File: src/rtl/debounce_pkg.sv
// Shared definitions for the debounce_array input conditioner: width helper,
// 100 MHz timing defaults and the per-channel status bundle.
package debounce_pkg;

  // Bits needed to hold values 0 .. value-1 (never less than 1).
  function automatic int clog2(input int unsigned value);
    int unsigned v;
    int          w;
    v = (value > 1) ? value - 1 : 0;
    w = 0;
    for (int i = 0; i < 32; i++) begin
      if (v != 0) begin
        w++;
        v = v >> 1;
      end
    end
    return (w < 1) ? 1 : w;
  endfunction

  localparam int unsigned CLK_HZ      = 100_000_000;
  localparam int unsigned STABLE_10MS = CLK_HZ / 100;
  localparam int unsigned LONG_1S     = CLK_HZ;

  typedef struct packed {
    logic clean;
    logic rise;
    logic fall;
    logic long_press;
  } chan_status_t;

endpackage

File: src/rtl/debounce_array_if.sv
// Contact-input bundle: raw pins in, debounced levels and strobes out.
interface debounce_array_if #(
  parameter int CHANNELS = 4
);
  logic [CHANNELS-1:0] noisy;
  logic [CHANNELS-1:0] clean;
  logic [CHANNELS-1:0] rise;
  logic [CHANNELS-1:0] fall;
  logic                any_change;
  logic [CHANNELS-1:0] long_press;

  modport master (output noisy, input clean, rise, fall, any_change, long_press);
  modport slave  (input noisy, output clean, rise, fall, any_change, long_press);
endinterface

File: src/rtl/debounce_channel.sv
// One debounce channel: synchroniser, stable-time counter, clean register,
// rise/fall strobes. Defining DEBOUNCE_LONG_PRESS_EN adds a long-hold counter
// that pulses long_press once per press; otherwise long_press is tied low.
module debounce_channel
  import debounce_pkg::*;
#(
  parameter int unsigned STABLE_CYCLES = STABLE_10MS,
  parameter int unsigned SYNC_STAGES   = 2,
  parameter logic        RESET_VAL     = 1'b0,
  parameter int unsigned LONG_CYCLES   = LONG_1S
) (
  input  logic         clock,
  input  logic         reset,
  input  logic         noisy,
  output chan_status_t status,
  output logic         change_next
);
  localparam int CNT_W = clog2(STABLE_CYCLES);
  localparam logic [CNT_W-1:0] CNT_MAX = CNT_W'(STABLE_CYCLES - 1);

  logic [SYNC_STAGES-1:0] sync_q;
  logic                   s;
  logic                   candidate;
  logic [CNT_W-1:0]       count_q;
  logic                   clean_q;
  logic                   clean_next;
  logic                   rise_q;
  logic                   fall_q;
  logic                   long_q;

  assign s = sync_q[SYNC_STAGES-1];

  // Synchroniser shift register; only its last stage is used downstream.
  always_ff @(posedge clock or posedge reset) begin
    if (reset) sync_q <= {SYNC_STAGES{RESET_VAL}};
    else       sync_q <= {sync_q[SYNC_STAGES-2:0], noisy};
  end

  // Accept the candidate only when it has matched for the full saturated count.
  always_comb begin
    clean_next = clean_q;
    if (s == candidate && count_q == CNT_MAX) clean_next = candidate;
  end

  assign change_next = clean_next ^ clean_q;

  // Candidate tracking, saturating stable counter, clean level and edge strobes.
  always_ff @(posedge clock or posedge reset) begin
    if (reset) begin
      candidate <= RESET_VAL;
      count_q   <= '0;
      clean_q   <= RESET_VAL;
      rise_q    <= 1'b0;
      fall_q    <= 1'b0;
    end else begin
      if (s != candidate) begin
        candidate <= s;
        count_q   <= '0;
      end else if (count_q != CNT_MAX) begin
        count_q <= count_q + 1'b1;
      end
      clean_q <= clean_next;
      rise_q  <= clean_next & ~clean_q;
      fall_q  <= ~clean_next & clean_q;
    end
  end

`ifdef DEBOUNCE_LONG_PRESS_EN
  localparam int LONG_W = clog2(LONG_CYCLES);
  localparam logic [LONG_W-1:0] LONG_MAX  = LONG_W'(LONG_CYCLES - 1);
  localparam logic [LONG_W-1:0] LONG_FIRE = LONG_W'(LONG_CYCLES - 2);

  logic [LONG_W-1:0] long_cnt_q;

  // Long-hold counter: saturates so each press yields a single pulse; cleared while released.
  always_ff @(posedge clock or posedge reset) begin
    if (reset) begin
      long_cnt_q <= '0;
      long_q     <= 1'b0;
    end else if (!clean_q || rise_q) begin
      long_cnt_q <= '0;
      long_q     <= 1'b0;
    end else begin
      if (long_cnt_q != LONG_MAX) long_cnt_q <= long_cnt_q + 1'b1;
      long_q <= (long_cnt_q == LONG_FIRE);
    end
  end
`else
  assign long_q = 1'b0;
`endif

  assign status = chan_status_t'({clean_q, rise_q, fall_q, long_q});

endmodule

File: src/rtl/debounce_array.sv
// Multi-channel contact debouncer: one debounce_channel per input plus a
// registered any_change summary. DEBOUNCE_LONG_PRESS_EN enables long_press.
module debounce_array
  import debounce_pkg::*;
#(
  parameter int          CHANNELS      = 4,
  parameter int unsigned STABLE_CYCLES = STABLE_10MS,
  parameter int unsigned SYNC_STAGES   = 2,
  parameter logic        RESET_VAL     = 1'b0,
  parameter int unsigned LONG_CYCLES   = LONG_1S
) (
  input logic             clock,
  input logic             reset,
  debounce_array_if.slave bus
);
  chan_status_t [CHANNELS-1:0] status;
  logic [CHANNELS-1:0]         change_next;
  logic [CHANNELS-1:0]         clean_v;
  logic [CHANNELS-1:0]         rise_v;
  logic [CHANNELS-1:0]         fall_v;
  logic [CHANNELS-1:0]         long_v;
  logic                        any_change_q;

  for (genvar i = 0; i < CHANNELS; i++) begin : g_chan
    debounce_channel #(
      .STABLE_CYCLES (STABLE_CYCLES),
      .SYNC_STAGES   (SYNC_STAGES),
      .RESET_VAL     (RESET_VAL),
      .LONG_CYCLES   (LONG_CYCLES)
    ) u_chan (
      .clock       (clock),
      .reset       (reset),
      .noisy       (bus.noisy[i]),
      .status      (status[i]),
      .change_next (change_next[i])
    );
  end

  // Fan the per-channel status bundles out to the port vectors.
  always_comb begin
    clean_v = '0;
    rise_v  = '0;
    fall_v  = '0;
    long_v  = '0;
    for (int i = 0; i < CHANNELS; i++) begin
      clean_v[i] = status[i].clean;
      rise_v[i]  = status[i].rise;
      fall_v[i]  = status[i].fall;
      long_v[i]  = status[i].long_press;
    end
  end

  // Registered from the channels' next-edge flags so it lines up with the strobes.
  always_ff @(posedge clock or posedge reset) begin
    if (reset) any_change_q <= 1'b0;
    else       any_change_q <= |change_next;
  end

  assign bus.clean      = clean_v;
  assign bus.rise       = rise_v;
  assign bus.fall       = fall_v;
  assign bus.long_press = long_v;
  assign bus.any_change = any_change_q;

endmodule

File: src/flat_wrapper.sv
// flat-port wrapper written by rule: the top's interface ports become plain ports
module debounce_array_flat import debounce_pkg::*;
#(
  parameter int          CHANNELS      = 4,
  parameter int unsigned STABLE_CYCLES = STABLE_10MS,
  parameter int unsigned SYNC_STAGES   = 2,
  parameter logic        RESET_VAL     = 1'b0,
  parameter int unsigned LONG_CYCLES   = LONG_1S
)
  (clock, reset, bus_noisy, bus_clean, bus_rise, bus_fall, bus_any_change, bus_long_press);
  debounce_array_if #(.CHANNELS(CHANNELS)) bus_i ();
  input logic clock;
  input logic reset;
  input wire logic [$bits(bus_i.noisy)-1:0] bus_noisy;
  output wire logic [$bits(bus_i.clean)-1:0] bus_clean;
  output wire logic [$bits(bus_i.rise)-1:0] bus_rise;
  output wire logic [$bits(bus_i.fall)-1:0] bus_fall;
  output wire logic [$bits(bus_i.any_change)-1:0] bus_any_change;
  output wire logic [$bits(bus_i.long_press)-1:0] bus_long_press;
  assign bus_i.noisy = bus_noisy;
  assign bus_clean = bus_i.clean;
  assign bus_rise = bus_i.rise;
  assign bus_fall = bus_i.fall;
  assign bus_any_change = bus_i.any_change;
  assign bus_long_press = bus_i.long_press;
  debounce_array #(.CHANNELS(CHANNELS), .STABLE_CYCLES(STABLE_CYCLES), .SYNC_STAGES(SYNC_STAGES), .RESET_VAL(RESET_VAL), .LONG_CYCLES(LONG_CYCLES)) u_core (.clock(clock), .reset(reset), .bus(bus_i));
endmodule
File: config.mk
export PLATFORM = sky130hd
export DESIGN_NAME = debounce_array_flat
export DESIGN_NICKNAME = d
export VERILOG_FILES = /design/src/rtl/debounce_pkg.sv /design/src/rtl/debounce_array_if.sv /design/src/rtl/debounce_channel.sv /design/src/rtl/debounce_array.sv /design/src/flat_wrapper.sv
export SDC_FILE = /design/constraint.sdc
export NUM_CORES = 1
export LEC_CHECK = 0
export ABC_AREA = 1
export BUFFER_PORTS_ARGS = -buffer_cell sky130_fd_sc_hd__clkbuf_2
export CORE_MARGIN = 5
export CORE_UTILIZATION = 23
export DETAILED_ROUTE_END_ITERATION = 6
export SLEW_MARGIN = 20
export SYNTH_ARGS = -nofsm -noshare
export SYNTH_HDL_FRONTEND = slang
export SYNTH_SLANG_ARGS = --single-unit
File: constraint.sdc
create_clock -name clock -period 4 [get_ports clock]
set_input_delay 0.4 -clock clock [delete_from_list [all_inputs] [get_ports clock]]
set_output_delay 0.4 -clock clock [all_outputs]
set_load 0.02 [all_outputs]
# == Word level (Yosys, flattened, before mapping) ==
# Index checks and enable logic that the tools add are counted.
# totals
register_bits,105
out_inout_bits,17
elab_cells,86
# op_classes
addsub,4
n_eq_ne,16
n_mux,12
bitwise_logic,20
n_reduce_logical,9
# ops
cell,n
$mux 20,8
$add 20x1->20 const B,4
$eq 20x20->1 const B,4
$ne 20x20->1 const B,4
$and 1x1->1,8
$not 1->1,8
$reduce_bool 2->1,4
$eq 1x1->1,4
$logic_and 1x1->1,4
$mux 1,4
$ne 1x1->1,4
$reduce_or 4->1,1
$xor 1x1->1,4

# == Depth between registers and ports, before layout ==
# logic_depth
word_depth,5
mapped_depth,11
depth_no_buf,11

# == Hierarchy ==
# From an unflattened synthesis, not the netlist that was laid out.
# unflattened
hier_cells,862
area_unflattened_um2,6318.6
# modules_own_cells
mod,n_inst,cells_per_inst,area_per_inst_um2,seq_area_each_um2
debounce_channel at u_core.g_chan[0].u_chan ...,3,217,1582.8,650.6
debounce_channel at u_core.g_chan[1].u_chan,1,206,1530.2,650.6
debounce_array,1,5,40.0,25.0

# == Least setup slack after synthesis ==
# Ideal clock, no wire load.
# synth_path
path_type,register to register
startpoint,reg u_core.g_chan[0].u_chan.count_q[0]
endpoint,reg u_core.any_change_q (netlist: u_core.bus.any_change)
setup_time_ps,130
t_arrival_ps,1453
required_time_ps,3870
setup_slack_ps,2418
path_stages_with_launch,12
path_buffers,0
cell_sequence,dfrtp_1 ha_1 nand3_2 clkinv_2 nand2_1 nor2_1 nand3_1 nand2_1 nand2_1 inv_2 ha_1 nand4_1
# synth_via
elab_chain_len,5
# synth_rtl
element,line,text
start: declaration,debounce_channel.sv:24,logic [CNT_W-1:0] count_q;
start signal: assignment,debounce_channel.sv:60,count_q <= count_q + 1'b1;
$eq 20x20->1,debounce_channel.sv:42,if (s == candidate && count_q == CNT_MAX) clean_next = candidate;
$logic_and 1x1->1,debounce_channel.sv:42,
$mux 1,debounce_channel.sv:42,
via u_core.g_chan[0].u_chan.clean_next,debounce_channel.sv:26,logic clean_next;
$xor 1x1->1,debounce_channel.sv:45,assign change_next = clean_next ^ clean_q;
$reduce_or 4->1,debounce_array.sv:56,else any_change_q <= |change_next;
end signal: assignment,debounce_array.sv:56,
end: declaration,debounce_array.sv:22,logic any_change_q;
# The timed path passes the listed nets, and every way through them passes these cells.
# A chain may end at the register's enable or synchronous reset.

# == Worst setup path in the final report ==
# layout_path
startpoint,reg u_core.g_chan[1].u_chan.sync_q[1]
endpoint,reg u_core.any_change_q (netlist: u_core.bus.any_change)
# layout_via
elab_chain_len,5
# layout_rtl
element,line,text
start: declaration,debounce_channel.sv:21,logic [SYNC_STAGES-1:0] sync_q;
start signal: assignment,debounce_channel.sv:35,if (reset) sync_q <= {SYNC_STAGES{RESET_VAL}};
start signal: assignment,debounce_channel.sv:36,"else sync_q <= {sync_q[SYNC_STAGES-2:0], noisy};"
$eq 1x1->1,debounce_channel.sv:42,
$logic_and 1x1->1,debounce_channel.sv:42,
$mux 1,debounce_channel.sv:42,
via u_core.g_chan[1].u_chan.clean_next,debounce_channel.sv:26,
$xor 1x1->1,debounce_channel.sv:45,
$reduce_or 4->1,debounce_array.sv:56,
# The timed path passes the listed nets, and every way through them passes these cells.

==> impl_results.md <==
- Maximum number of pins on one net before global-route repair: 70
- Final ANT Viol Nets: 0
- Largest fanout on the critical path: 21
- Drt wl/cell: roughly 11 um
- Detailed Routing Iterations Pass 1: 4
- Row count: 58
- Initial antenna violation count: 0
- Largest vdd supply drop: between 150 and 200 uV
- Via count of the first global-routing pass: between 4000 and 5000
- Routed Wire Length: around 12 mm
- TritonCTS clock tree: done
- Setup Slack @ Placement: around 2100 ps
- Clock sink total: 105
- Clock buffer count from CTS: 9
- Average cell area after synthesis: 7.626 um2
- Maximum root-to-sink buffer count: 2
- DRC violation count after routing: 0
- Global-route wire length before repair: 20.74 mm
- Chip height: 169.7 um
- Maximum operating frequency: between 0.5 and 0.6 GHz
- Clock period minus worst slack: between 1500 and 2000 ps
- Dpl hpwl: between 8 and 9 mm
- Setup TNS Final: 0 ps
- Number of synthesis warnings: 0
- Leakage: 3.079 nW
- Total overflow reported by the global router: 0
- Number of failing setup endpoints in the final timing report: 0
- Worst skew pair latency: ~350 ps
- Transition time at the pin with the least slew margin: between 800 and 900 ps
- Final setup margin: roughly 2100 ps
- Portion of the post-synthesis area used by sequential elements: 0.4480
- Max-cap violations: 0
- Number of distinct library cells after synthesis: 36
- Setup repair after global routing missed its margin: false
- Placeable Area: about 0.025 mm2
- Count of buffers added by post-CTS timing repair for setup: 0
- Initial standard-cell utilization of the core: 0.2329
- Period Utilization, post-route: 0.4712
- Diodes inserted: 0
- # IOs: 23
- Die outline area: ~0.029 mm2
- Sort of element at the start of the critical path: flop
- Worst Path Class, Setup: reg -> reg
- Crit end category: flop
- Hold Violations, Final: 0
- Width of the chip: around 170 um
- Number of nets in the final layout: 794
- Clock tree root buffer cell: sky130_fd_sc_hd__clkbuf_16
- Max-slew headroom: 0.4171
- Number of cells produced by synthesis: slightly below 800
- Final weighted congestion of routability-driven global placement: ~0.83
- Clock-pin transition on the worst setup and hold timing paths: roughly 70 ps
- Combined area of all synthesized cells: roughly 0.0059 mm2
- Number of gates resized after cts: 0
- Critical path required time: around 4300 ps
- Starting DRT DRC Count: roughly 230
- Signal arrival time at the worst endpoint: 2170 ps
- Hold-fix buffers at CTS: 0
- PD cells: 310.1 mW/mm2
- Clock Skew: ~9.2 ps
- Via count: about 4600
- P&R area growth vs syn: 10.65%
- Global routing usage summed across all routing layers: 0.08738
- Per-cell via count in the routed design: between 4 and 5
- Number of input and output port buffers inserted: 18
- Max-slew violation total from the final report: 0
- Ratio of cells with drive above 1 in the final layout: 0.1321
- Hold Path Class: in -> reg
- Number of storage elements in the synthesis netlist: about 110
- Run status: complete, no violations
- CTS H-tree lvls: 3
-- metrics by stage --
step                      hold WS, ps  std cells  power [mW]  instance area [um2]    util
after floorplan                 331.2        772       1.187                 5876       -
after CTS                       131.5       1110       2.054                 6489  0.2577
final                           149.4       1110       2.012                 6489  0.2577
after detailed placement        337.0       1095       1.206                 6216  0.2468
after global placement          335.1       1095       1.203                 6216  0.2468
after global routing            134.1       1110       2.104                 6489  0.2577
-- state kept, by name (all words and copies together), names as in the netlist --
signal,count
u_core.bus.any_change,1
u_core.g_chan.u_chan.candidate,4
u_core.g_chan.u_chan.clean_q,4
u_core.g_chan.u_chan.count_q,80
u_core.g_chan.u_chan.fall_q,4
u_core.g_chan.u_chan.rise_q,4
u_core.g_chan.u_chan.sync_q,8
-- critical path, stage by stage (launching register included) --
cell and delay [ps]:
sky130_fd_sc_hd__dfrtp_1 400, sky130_fd_sc_hd__nor2_1 100, sky130_fd_sc_hd__inv_1 60, sky130_fd_sc_hd__nand2_1 500, sky130_fd_sc_hd__nand4_1 210, sky130_fd_sc_hd__a21oi_1 220
sky130_fd_sc_hd__ha_1 270, sky130_fd_sc_hd__nand4_1 70
-- power breakdown --
| part | leakage (nW) | total, mW | switching (mW) | internal [mW] |
|---|---|---|---|---|
| Combinational | 1.52 | 0.0906 | 0.0679 | 0.0226 |
| Clock | 0.132 | 0.829 | 0.392 | 0.437 |
| Sequential | 1.43 | 1.09 | 0.0145 | 1.08 |
-- placed cells by master, fill, tap and decap left out, types with 6 or more instances in the layout --
master,n
sky130_fd_sc_hd__inv_1,76
sky130_fd_sc_hd__nand2_1,184
sky130_fd_sc_hd__a21oi_1,32
sky130_fd_sc_hd__xor2_1,10
sky130_fd_sc_hd__nor2_2,14
sky130_fd_sc_hd__nand3_2,6
sky130_fd_sc_hd__dfrtp_1,105
sky130_fd_sc_hd__nand4_1,12
sky130_fd_sc_hd__clkbuf_16,9
sky130_fd_sc_hd__nor2_4,7
sky130_fd_sc_hd__clkbuf_2,18
sky130_fd_sc_hd__nor2_1,125
sky130_fd_sc_hd__nand3_1,75
sky130_fd_sc_hd__o21ai_0,11
sky130_fd_sc_hd__or2_2,13
sky130_fd_sc_hd__nor3_1,9
sky130_fd_sc_hd__ha_1,12
sky130_fd_sc_hd__inv_2,10
sky130_fd_sc_hd__nand2_2,9
sky130_fd_sc_hd__o21ai_1,9
-- final timing paths --
kind | startpoint | to | slack (ps) | cells past startpoint
setup / recovery | u_core.g_chan[1].u_chan.sync_q[1] | u_core.bus.any_change | 2120 | 7
hold / removal | bus_noisy[2] | u_core.g_chan[2].u_chan.sync_q[0] | 150 | 1
setup reg to reg | u_core.g_chan[1].u_chan.sync_q[1] | u_core.bus.any_change | 2120 | 7
hold reg to reg | u_core.g_chan[3].u_chan.sync_q[0] | u_core.g_chan[3].u_chan.sync_q[1] | 350 | 0
max in group asynchronous | reset | u_core.g_chan[1].u_chan.count_q[13] | 2950 | 3
min in group asynchronous | reset | u_core.g_chan[3].u_chan.sync_q[1] | 250 | 2
-- metal layers --
metal	track usage	wire length [um]
met5	0	0
met4	0.03780	250
met3	0.01794	417
met2	0.1355	5144
met1	0.1182	6047
-- cell families (layout without fill, tap and decap cells) --
kind of cell,after synthesis,in the layout,share of synthesized area
DFF,105,105,0.4480
buffers and inverters,115,123,0.08726
other,1,4,0.0006395
and+or+nand+nor,468,468,0.3706
AOI/OAI and AO/OA,54,54,0.04694
xor gates and xnor gates,14,14,0.02091
adders and majority gates,12,12,0.02560
-- synth_stat cells --
library cell               instances  area share
sky130_fd_sc_hd__nand2_4           2      0.0038
sky130_fd_sc_hd__and3_1            1      0.0011
sky130_fd_sc_hd__buf_4            18       0.023
sky130_fd_sc_hd__o21ai_0          11      0.0094
sky130_fd_sc_hd__nand3b_1          2      0.0026
sky130_fd_sc_hd__nor2_1          125       0.080
sky130_fd_sc_hd__o21bai_1          1      0.0013
sky130_fd_sc_hd__and3_2            1      0.0013
sky130_fd_sc_hd__ha_1             12       0.026
sky130_fd_sc_hd__nand3_1          75       0.064
sky130_fd_sc_hd__or2_2            13       0.014
sky130_fd_sc_hd__nand3_2           6       0.010
sky130_fd_sc_hd__nand4_4           1      0.0036
sky130_fd_sc_hd__nand4_1          12       0.013
sky130_fd_sc_hd__nor2_2           14       0.015
sky130_fd_sc_hd__xor2_1           10       0.015
sky130_fd_sc_hd__o31ai_1           1      0.0013
sky130_fd_sc_hd__o21ai_1           9      0.0077
sky130_fd_sc_hd__nor2_4            7       0.013
sky130_fd_sc_hd__inv_2            10      0.0064
sky130_fd_sc_hd__nand2_2           9      0.0096
sky130_fd_sc_hd__nor2_8            2      0.0068
sky130_fd_sc_hd__nor3_2            1      0.0017
sky130_fd_sc_hd__clkinv_2          1     0.00085
sky130_fd_sc_hd__or2_1             3      0.0032
sky130_fd_sc_hd__xnor2_1           4      0.0060
sky130_fd_sc_hd__a21oi_1          32       0.027
sky130_fd_sc_hd__nor3_1            9      0.0077
sky130_fd_sc_hd__nand2_1         184        0.12
sky130_fd_sc_hd__conb_1            1     0.00064
sky130_fd_sc_hd__dfrtp_1         105        0.45
sky130_fd_sc_hd__nand4_2           1      0.0021
sky130_fd_sc_hd__clkbuf_1          5      0.0032
sky130_fd_sc_hd__buf_6             1      0.0019
sky130_fd_sc_hd__inv_1            77       0.049
sky130_fd_sc_hd__buf_2             3      0.0026
-- final cells by class --
class / count / area [um2]
clock buffers: 11 / 242.7
well taps: 330 / 412.9
fillers: 2677 / 18690
flip-flops and latches: 105 / 2628
inverters: 88 / 334.1
multi-input cells: 552 / 2736
repair buffers: 20 / 105.1
clock inverters: 4 / 30.03
No activity file was read; power rests on OpenSTA's default activity.
